--- src/rtl/irq_pending_ctrl.sv ---
// irq_pending_ctrl: four-line interrupt pending/mask register with request/ack/eoi handshake FSM
module irq_pending_ctrl #(
  parameter bit EDGE_MODE = 1'b1
) (
  input  logic       clk,
  input  logic       rst_n,
  input  logic [3:0] irq_in,
  input  logic [3:0] mask,
  output logic [3:0] pend_out,
  input  logic [1:0] svc_id,
  output logic       req,
  input  logic       ack,
  input  logic       eoi,
  output logic [3:0] in_service,
  output logic       busy,
  output logic [3:0] ovf,
  input  logic       ovf_clr
);
  typedef enum logic [1:0] {IDLE, REQ, SERVICE} state_t;
  state_t state_q, state_d;
  logic [3:0] irq_prev_q, pending_q, pending_d, in_service_q, in_service_d, ovf_q, ovf_d;
  logic [3:0] set, clr;
  logic ack_ok;
  assign pend_out   = pending_q & mask;
  assign in_service = in_service_q;
  assign ovf        = ovf_q;
  always_comb begin
    set          = EDGE_MODE ? irq_in & ~irq_prev_q : irq_in;
    ack_ok       = state_q == REQ && ack && pend_out[svc_id];
    clr          = ack_ok ? 4'b1 << svc_id : 4'b0;
    pending_d    = (pending_q & ~clr) | set;
    // a fresh overflow outranks a simultaneous clear request
    ovf_d        = (EDGE_MODE ? set & pending_q & ~clr : 4'b0) | (ovf_clr ? 4'b0 : ovf_q);
    in_service_d = ack_ok ? clr : (state_q == SERVICE && eoi) ? 4'b0 : in_service_q;
  end
  always_comb begin
    state_d = state_q;
    case (state_q)
      IDLE:    state_d = |pend_out ? REQ : IDLE;
      REQ:     state_d = ack_ok ? SERVICE : ~|pend_out ? IDLE : REQ;
      SERVICE: state_d = eoi ? IDLE : SERVICE;
      default: state_d = IDLE;
    endcase
  end
  always_comb begin
    req  = state_q == REQ;
    busy = state_q == SERVICE;
  end
  always_ff @(posedge clk)
    if (!rst_n) state_q <= IDLE;
    else state_q <= state_d;
  always_ff @(posedge clk) begin
    if (!rst_n) begin
      irq_prev_q   <= '0;
      pending_q    <= '0;
      in_service_q <= '0;
      ovf_q        <= '0;
    end else begin
      irq_prev_q   <= irq_in;
      pending_q    <= pending_d;
      in_service_q <= in_service_d;
      ovf_q        <= ovf_d;
    end
  end
endmodule
--- config.mk ---
export PLATFORM = sky130hd
export DESIGN_NAME = irq_pending_ctrl
export DESIGN_NICKNAME = d
export VERILOG_FILES = /design/src/rtl/irq_pending_ctrl.sv
export SDC_FILE = /design/constraint.sdc
export NUM_CORES = 1
export LEC_CHECK = 0
export BUFFER_PORTS_ARGS = -buffer_cell sky130_fd_sc_hd__buf_2
export CAP_MARGIN = 20
export CORE_MARGIN = 4
export CORE_UTILIZATION = 40
export DETAILED_ROUTE_END_ITERATION = 7
export PLACE_DENSITY = 0.69
export SLEW_MARGIN = 5
export SYNTH_ARGS = -nofsm -noshare
export SYNTH_HDL_FRONTEND = slang
export SYNTH_SLANG_ARGS = --single-unit
--- constraint.sdc ---
create_clock -name clk -period 1.06 [get_ports clk]
set_input_delay 0.053 -clock clk [delete_from_list [all_inputs] [get_ports clk]]
set_output_delay 0.053 -clock clk [all_outputs]
set_load 0.02 [all_outputs]
* Word-level counts from Yosys, hierarchy flattened
Index checks and enable logic that the tools add are counted.
Operators by class: divide/modulo/power cells 0, eq/ne operators 2, $mul 0, muxes and demuxes 10, shift operators 1, $add $sub $neg 0, reduce and logical (&&, ||, !) cells 6, magnitude comparators 1, bitwise gates (word level) 9
Operators with widths (number):
- 4-bit AND | 5
- 4-bit 2-to-1 mux | 4
- 4-bit inverter | 2
- 4-bit OR | 2
- 2-bit case mux with 3 select lines | 1
- 2-bit 2-to-1 mux | 2
- 4-bit OR reduction | 1
- 1-bit by 2-bit left shift with 4-bit output (first input constant) | 1
- 1-bit logical AND | 3
- 2-bit by 3-bit less-than comparator with 1-bit output (second input constant) | 1
- 1-bit binary-select mux with 2-bit select | 1
- 2-bit by 1-bit == test with 1-bit output (second input constant) | 1
- 2-bit == test (second input constant) | 1
- 2-bit logical NOT | 1
- 1-bit 2-to-1 mux | 2
- 2-bit nonzero test | 1
Word-level totals: input port bits 15, memory bits (read-only) 0, output and inout bits 14, register bits 18, memories 0, bits in latches 0, bits in writable memories 0

* Longest topological paths before layout
Gate-level depths: netlist of the first run.
depth after elaboration 8, mapped depth 4, gate-level depth less buffers 3

* Worst setup path after synthesis of the first run
OpenSTA, ideal clock, no wires.
kind reg-to-reg, start reg state_q[1], end reg state_q[1], stages on the path, launching flop included 4, library setup time 58 ps, clock period less this slack 1100 ps, setup slack -40 ps, arrival 1042 ps, cell sequence dfxtp_1 -> nor2b_1 -> nor2b_1 -> o21a_1
RTL lines:
- from (decl) | RTL line 20 | state_t state_q, state_d;
- from (signal assigned) | RTL line 51 | else state_q <= state_d;
- 2-bit == test
- named net busy | RTL line 15 | output logic busy,
- 2-bit case mux with 3 select lines | RTL line 38 | case (state_q)
The timed path passes the listed nets, and every way through them passes these cells. A chain may end at the register's enable or synchronous reset.

* Worst setup path in the final report of the first run
start reg state_q[1], end reg ovf_q[2] (netlist: ovf[2])
On the way: word-level cells in the longest chain between the ends 7
RTL lines:
- 2-bit by 1-bit == test with 1-bit output | RTL line 29 | ack_ok = state_q == REQ && ack && pend_out[svc_id];
- 1-bit logical AND (2 in a row) | RTL line 29
- 4-bit 2-to-1 mux | RTL line 30 | clr = ack_ok ? 4'b1 << svc_id : 4'b0;
- 4-bit inverter | RTL line 33 | ovf_d = (EDGE_MODE ? set & pending_q & ~clr : 4'b0) | (ovf_clr ? 4'b0 : ovf_q);
- 4-bit AND | RTL line 33
- 4-bit OR | RTL line 33
- to (signal assigned) | RTL line 62 | ovf_q <= ovf_d;
- to (decl) | RTL line 21 | logic [3:0] irq_prev_q, pending_q, pending_d, in_service_q, in_service_d, ovf_q, ovf_d;
No other way between the ends.

==> results of run 1 <==
layer usage:
metal  wire length (µm)  vias up
met1                882      386
met3                130        4
met2               1080       30
met4                 34        0
met5                  0        -
li1                   -      393
cell usage in the layout, fill, tap and decap left out, types with 3 or more instances in the layout:
cell type and n:
dfxtp_1 12, a21boi_0 4, dlygate4sd3_1 4, buf_2 23, nand4_1 3, nand2b_1 3
nand3_1 6, buf_4 8, nor2b_1 4, buf_6 7, clkbuf_4 3, nand2_1 5
dfxtp_2 6, and2_1 4, and2_4 4, inv_1 3
final cells by class:
cell class                 instances  area, µm²
clock buffer                       3       22.5
sequential                        18        368
timing repair buffer              42        294
tap                               27       33.8
multi-input combinational         60        475
fill                             181        757
inverter                           3       11.3
where the power goes:
| group | internal [mW] | switching (mW) | leakage, nW | total, mW |
|---|---|---|---|---|
| clock network | 0.132 | 0.204 | 0.0138 | 0.336 |
| logic | 0.148 | 0.136 | 0.355 | 0.284 |
| registers | 0.714 | 0.0243 | 0.150 | 0.738 |
registers in the layout, summed over array words and instances, names as in the netlist:
| register | flops |
|---|---|
| in_service | 4 |
| pending_q | 4 |
| state_q | 2 |
| irq_prev_q | 4 |
| ovf | 4 |
stage by stage:
step | instance area, µm² | util (%)
floorplan | 837 | -
global placement | 1050 | 53.6
detailed placement | 1050 | 53.6
CTS | 1190 | 60.9
global route | 1200 | 61.4
finish | 1200 | 61.4
worst min-delay path, stage by stage:
cell and delay (ns):
buf_2 0.10, nand2b_1 0.09, a21boi_0 0.06
cells by family (layout without fill, tap and decap cells):
| family | after synthesis | count (layout) | share of synthesized area, % |
|---|---|---|---|
| flip-flops | 18 | 18 | 43.6 |
| AO/OA/AOI/OAI | 20 | 20 | 19.4 |
| AND/OR/NAND/NOR | 40 | 40 | 33.4 |
| buffers and inverters | 6 | 48 | 3.63 |
worst max-delay path by stage:
stage	start	slack [ns]	depth (start not counted)	endpoint
2_1_floorplan	state_q[0]$_SDFF_PN0_	0.001	3	ovf[2]$_SDFF_PN0_
3_3_place_gp	state_q[0]$_SDFF_PN0_	-0.04	3	ovf[2]$_SDFF_PN0_
3_5_place_dp	state_q[0]$_SDFF_PN0_	-0.06	3	ovf[2]$_SDFF_PN0_
4_1_cts	state_q[1]$_SDFF_PN0_	-0.03	3	ovf[0]$_SDFF_PN0_
5_1_grt	state_q[1]$_SDFF_PN0_	-0.1	3	ovf[2]$_SDFF_PN0_
6_report	state_q[1]$_SDFF_PN0_	-0.04	3	ovf[2]$_SDFF_PN0_
synth_stat cells:
cell type   n
o21ai_1     1
nand4bb_1   1
nand3_1     6
o21a_1      1
nor4b_2     1
a41oi_4     1
o22ai_1     2
nand2b_1    3
and2_1      8
and4b_1     1
nand4bb_4   1
nand4_1     3
a21o_1      2
clkbuf_1    2
nand4b_1    2
nor4_1      1
inv_1       3
a21boi_0    4
buf_6       1
a22o_1      2
nand2_1     5
a31oi_1     2
o21ai_0     3
o2111ai_1   2
dfxtp_1    18
nor2b_1     6
nand3b_1    2
repair_timing:
item,in CTS,in global routing
resized for setup,23,3
endpoints found under the hold margin,4,0
endpoints found under the setup margin,12,19
pin swaps,2,2
setup buffers,2,1
hold buffers,4,0
==> key figures, run 1 <==
Outcome
  • Result of the run: finished, violations left
  • Violations in the final reports: setup timing

Detailed routing
  • Via count: 813
  • Count of unresolved DRC violations after routing: 0
  • Overall routed net length: roughly 2.1 mm
  • DRC violation total after the first TritonRoute iteration: 13
  • Total iterations of the first detailed-routing run: 4
  • Antenna-violating nets left: 0
  • Routed vias/inst: 5.31
  • WL per Instance: approximately 14 µm

Floorplan
  • Horiz. Die Dim: 53.5 µm
  • Core outline area: slightly below 2000 µm²
  • Standard-cell rows: 16
  • I/O pin cnt: 29
  • Die outline area: 2860 µm²
  • Initial Util: between 40 and 50%
  • Die extent in y: 53.5 µm

Yosys
  • Cell area after technology mapping: 827 µm²
  • Netlist cell types: 27
  • Syn. warnings: 0
  • Mean Syn Cell Area: 9.85 µm²
  • Number of register bits inferred by synthesis: 18
  • Largest area contributor in the netlist: dfxtp_1
  • Synth Instances: 84
  • Top area cells in the synthesized netlist: dfxtp_1 44%, and2_1 6.1%, nor2b_1 4.5%
  • Share of synthesized area occupied by flip-flops and latches: 43.6%
  • Synth Net Count: 99
  • Area share of the largest cell type after synthesis: 43.6%

Setup path
  • Capture instance of the worst register-to-register path: ovf[2]$_SDFF_PN0_
  • Startpoint of the most critical register-to-register path: state_q[1]$_SDFF_PN0_
  • Class of the most critical setup path: flip-flop to flip-flop
  • Cells traversed along the worst timing path: and4b_2 -> a31oi_2 -> a22o_1
  • Critical path arrival: 1.28 ns
  • Cell type group with the largest total delay on the critical path: flip-flops
  • Largest fanout of any net on the critical path: 4
  • Required time of the worst setup path: roughly 1.3 ns
  • Slowest stage cell on the critical path: dfxtp_2
  • Worst path max stage delay: 0.35 ns
  • Startpoint types: flip-flop
  • Number of buffers and inverters on the critical path: 0
  • Depth of the most critical reg-to-reg path: 3
  • Worst R2R Setup Slack: -0.04 ns
  • Capturing element type of the critical path: flip-flop

Pwr
  • Cell area power density: 1130 nW/µm²
  • Overall power: 1.36 mW
  • Maximum VDD drop: around 600 µV
  • Pleak: slightly above 0.5 nW

Finish
  • Antenna diodes: 0
  • Final Non-Filler Cells: roughly 150
  • P&R area growth vs syn: 45.7%
  • Proportion of layout cells with a drive suffix above 1: 46.8%
  • Final nets: 143

Timing
  • Number of pins with negative max-slew slack in the final report: 0
  • Smallest setup slack after layout: -0.0354 ns
  • Clock tree skew after final layout: 0.00471 ns
  • Worst-margin pin slew: around 0.28 ns
  • Achievable frequency: ~900 MHz
  • Accumulated negative setup slack: -0.131 ns
  • RSZ-0062 raised after global routing: true
  • Hold_ws: between 0.07 and 0.08 ns
  • Final Hold Fails: 0
  • Slew margin rel.: 81.4%
  • Final setup fails: 6
  • Final cycle utilization of the critical path: 103%
  • Time the final worst path needs with I/O delays and setup: 1.10 ns

Placed design
  • Detailed placement HPWL: 1.55 mm
  • Worst setup slack after placement: -0.0601 ns
  • Instance count after placement with tap cells included: 144
  • Port Buffers: 28
  • Placer Congestion: 0.726

Worst hold path
  • Path category of the worst min-delay check: primary input to flip-flop
  • Number of cells on the worst hold path: 3
  • Hold path endpoint: ovf[0]$_SDFF_PN0_
  • Hold path startpoint: ovf_clr

Global route
  • Overall routing resource usage: 16.2%
  • Met3 Usage GRT: under 10%
  • Global-route wire length before repair: 3.30 mm
  • Initial antenna violation count: 0
  • Vias in the first global route: 771
  • Met2 capacity usage during global routing: 28.2%
  • Busiest metal layer after global routing: met2
  • GR Overflow Total: 0
  • Met1 capacity usage during global routing: 18.3%
  • Largest net degree at the start of global routing: 17

Job
  • MaxCap Viol Count: 0

Clocking
  • Cell at the root of the clock tree: clkbuf_4
  • Register clock-pin slew on the reported worst setup and hold paths: around 0.1 ns
  • Number of levels the H-tree was split into: 1
  • TritonCTS buffer count: 3
  • Max clock buf depth: 2
  • Clk Latency, worst-skew pair: approximately 0.29 ns
  • Clock tree from TritonCTS: done
  • Total clock sinks: 18
Power figures use the tool's default switching activity.
==> inputs of run 2 (changes only) <==
Settings changed: SETUP_SLACK_MARGIN set to 0.3.
==> key figures, run 2 (synthesis results as in run 1) <==
Outcome
  • Result of the run: finished, violations left (unchanged)
  • Violations in the final reports: setup timing (unchanged)

Global route
  • Largest net degree at the start of global routing: 24 (was 17)
  • Vias in the first global route: 789 (was 771)
  • Global-route wire length before repair: 3.41 mm (was 3.30 mm)
  • GR Overflow Total: 0 (unchanged)
  • Overall routing resource usage: 16.6% (was 16.2%)
  • Initial antenna violation count: 0 (unchanged)

Floorplan
  • Die outline area: 2860 µm² (unchanged)
  • I/O pin cnt: 29 (unchanged)
  • Standard-cell rows: 16 (unchanged)
  • Initial Util: 42.2% (unchanged)
  • Core outline area: 1960 µm² (unchanged)
  • Die extent in y: 53.5 µm (unchanged)
  • Horiz. Die Dim: 53.5 µm (unchanged)

Clocking
  • Max clock buf depth: 2 (unchanged)
  • Cell at the root of the clock tree: clkbuf_4 (unchanged)
  • Number of levels the H-tree was split into: 1 (unchanged)
  • Clk Latency, worst-skew pair: 0.29 ns (about the same)
  • Total clock sinks: 18 (unchanged)
  • TritonCTS buffer count: 3 (unchanged)
  • Register clock-pin slew on the reported worst setup and hold paths: 0.10 ns (about the same)
  • Clock tree from TritonCTS: done (unchanged)

Finish
  • Final Non-Filler Cells: 154 (was 153)
  • Final nets: 144 (was 143)
  • Fin area: 1340 µm² (was 1200 µm²)
  • Most common library cell in the layout ignoring fill and taps: buf_6 (was buf_2)
  • Antenna diodes: 0 (unchanged)
  • Proportion of layout cells with a drive suffix above 1: 59.8% (was 46.8%)
  • Fill cells: 168 (was 181)
  • P&R area growth vs syn: 61.7% (was 45.7%)
  • Area of all sequential standard cells: 383 µm² (was 368 µm²)
  • Area of combinational cells with multiple inputs: 527 µm² (was 475 µm²)
  • Most used cells in the layout excluding fill and tap cells: 18 x buf_6, 14 x buf_2, 12 x dfxtp_2 (was 23 x buf_2, 12 x dfxtp_1, 8 x buf_4)

Setup path
  • Worst Setup EP: ovf[2]$_SDFF_PN0_ (unchanged)
  • Required time of the worst setup path: 1.24 ns (was 1.25 ns)
  • Capture instance of the worst register-to-register path: ovf[2]$_SDFF_PN0_ (unchanged)
  • Depth of the most critical reg-to-reg path: 3 (unchanged)
  • Startpoint of the most critical register-to-register path: state_q[1]$_SDFF_PN0_ (unchanged)
  • Critical path arrival: 1.29 ns (was 1.28 ns)
  • Capturing element type of the critical path: flip-flop (unchanged)
  • Class of the most critical setup path: flip-flop to flip-flop (unchanged)
  • Startpoint types: flip-flop (unchanged)
  • Startpoint of the most critical setup path: state_q[1]$_SDFF_PN0_ (unchanged)
  • Largest fanout of any net on the critical path: 5 (was 4)
  • Worst R2R Setup Slack: -0.04 ns (about the same)

Timing
  • RSZ-0062 raised after global routing: true (unchanged)
  • Accumulated negative setup slack: -0.158 ns (was -0.131 ns)
  • Time the final worst path needs with I/O delays and setup: 1.10 ns (about the same)
  • Final Hold Fails: 0 (unchanged)
  • Achievable frequency: 908 MHz (was 913 MHz)
  • Worst-margin pin slew: 0.371 ns (was 0.278 ns)
  • Final cycle utilization of the critical path: 104% (was 103%)
  • Final setup fails: 10 (was 6)
  • Number of pins with negative max-slew slack in the final report: 0 (unchanged)
  • Smallest setup slack after layout: -0.0415 ns (was -0.0354 ns)
  • Clock tree skew after final layout: 0.00545 ns (was 0.00471 ns)
  • Slew margin rel.: 75.3% (was 81.4%)

Detailed routing
  • Total iterations of the first detailed-routing run: 4 (unchanged)
  • Overall routed net length: 2.21 mm (was 2.13 mm)
  • DRC violation total after the first TritonRoute iteration: 10 (was 13)
  • Count of unresolved DRC violations after routing: 0 (unchanged)
  • Via count: 799 (was 813)
  • WL per Instance: 14.3 µm (was 13.9 µm)
  • Routed vias/inst: 5.19 (was 5.31)
  • Antenna-violating nets left: 0 (unchanged)

Pwr
  • Overall power: 1.42 mW (was 1.36 mW)
  • Maximum VDD drop: 718 µV (was 604 µV)
  • Pleak: 0.550 nW (was 0.519 nW)
  • Cell area power density: 1060 nW/µm² (was 1130 nW/µm²)

Job
  • MaxCap Viol Count: 0 (unchanged)

Placed design
  • Instance count after placement with tap cells included: 140 (was 144)
  • Placer Congestion: 0.767 (was 0.726)
  • Detailed placement HPWL: 1.39 mm (was 1.55 mm)
  • Port Buffers: 28 (unchanged)
  • Total placed instance area: 1040 µm² (was 1050 µm²)

Worst hold path
  • Path category of the worst min-delay check: primary input to flip-flop (unchanged)
run 2: cell count changes in the layout (fill, tap and decap cells not counted), moves of 4 or more:
cell,change
buf_6,+11
buf_2,-9
dfxtp_1,-8
dfxtp_2,+6
a21boi_0,-4
a21boi_1,+4
run 2: where the power goes:
group          internal, mW  switching [mW]  leakage, nW  total [mW]
Combinational         0.186           0.155        0.382       0.341
Sequential            0.714          0.0252        0.154       0.739
Clock                 0.132           0.204       0.0138       0.336
run 2: cell type report:
class                      count  share of cell area (%)
inverter                       3                   0.842
sequential                    18                    28.6
multi-input combinational     60                    39.4
clock buffer                   3                    1.68
tap                           27                    2.53
timing repair buffer          43                    26.9
run 2: worst min path at each step:
stage,from,to,slack (ns),cells after the start
5_1_grt,irq_in[1],irq_prev_q[1]$_SDFF_PN0_,0.01,2
3_3_place_gp,irq_in[2],irq_prev_q[2]$_SDFF_PN0_,0.27,2
4_1_cts,irq_in[0],irq_prev_q[0]$_SDFF_PN0_,0.002,2
6_report,irq_in[0],irq_prev_q[0]$_SDFF_PN0_,0.003,2
2_1_floorplan,irq_in[0],irq_prev_q[0]$_SDFF_PN0_,0.17,1
3_5_place_dp,irq_in[2],irq_prev_q[2]$_SDFF_PN0_,0.27,2
run 2: timing repair:
action	in CTS	in global routing
pin swaps	15	5
gates resized for setup	53	10
hold buffers	2	0
setup buffers	4	5
endpoints found under the hold margin	2	0
setup endpoints to repair	28	28
run 2: routing by layer:
| layer | track usage, % | share of wire [%] | vias to the layer above |
|---|---|---|---|
| li1 | - | - | 396 |
| met1 | 19.9 | 43 | 382 |
| met2 | 29.6 | 53 | 19 |
| met3 | 2.82 | 4.0 | 2 |
| met4 | 5.11 | 0.45 | 0 |
| met5 | 0 | 0 | - |
run 2: critical path, stage by stage, from the launching register on:
cell	delay, ns
dfxtp_2	0.36
and4b_2	0.32
a31oi_1	0.11
a22o_1	0.21
run 2: per-stage QoR:
| stage | setup WS [ns] | utilization (%) | hold slack, ns |
|---|---|---|---|
| 3_3_place_gp | -0.0686 | 53.2 | 0.268 |
| 3_5_place_dp | -0.0867 | 53.2 | 0.268 |
| 6_report | -0.0415 | 68.2 | 0.00334 |
| 5_1_grt | -0.0765 | 68.2 | 0.0115 |
| 2_1_floorplan | 0.0277 | - | 0.175 |
| 4_1_cts | -0.0362 | 64.2 | 0.00180 |
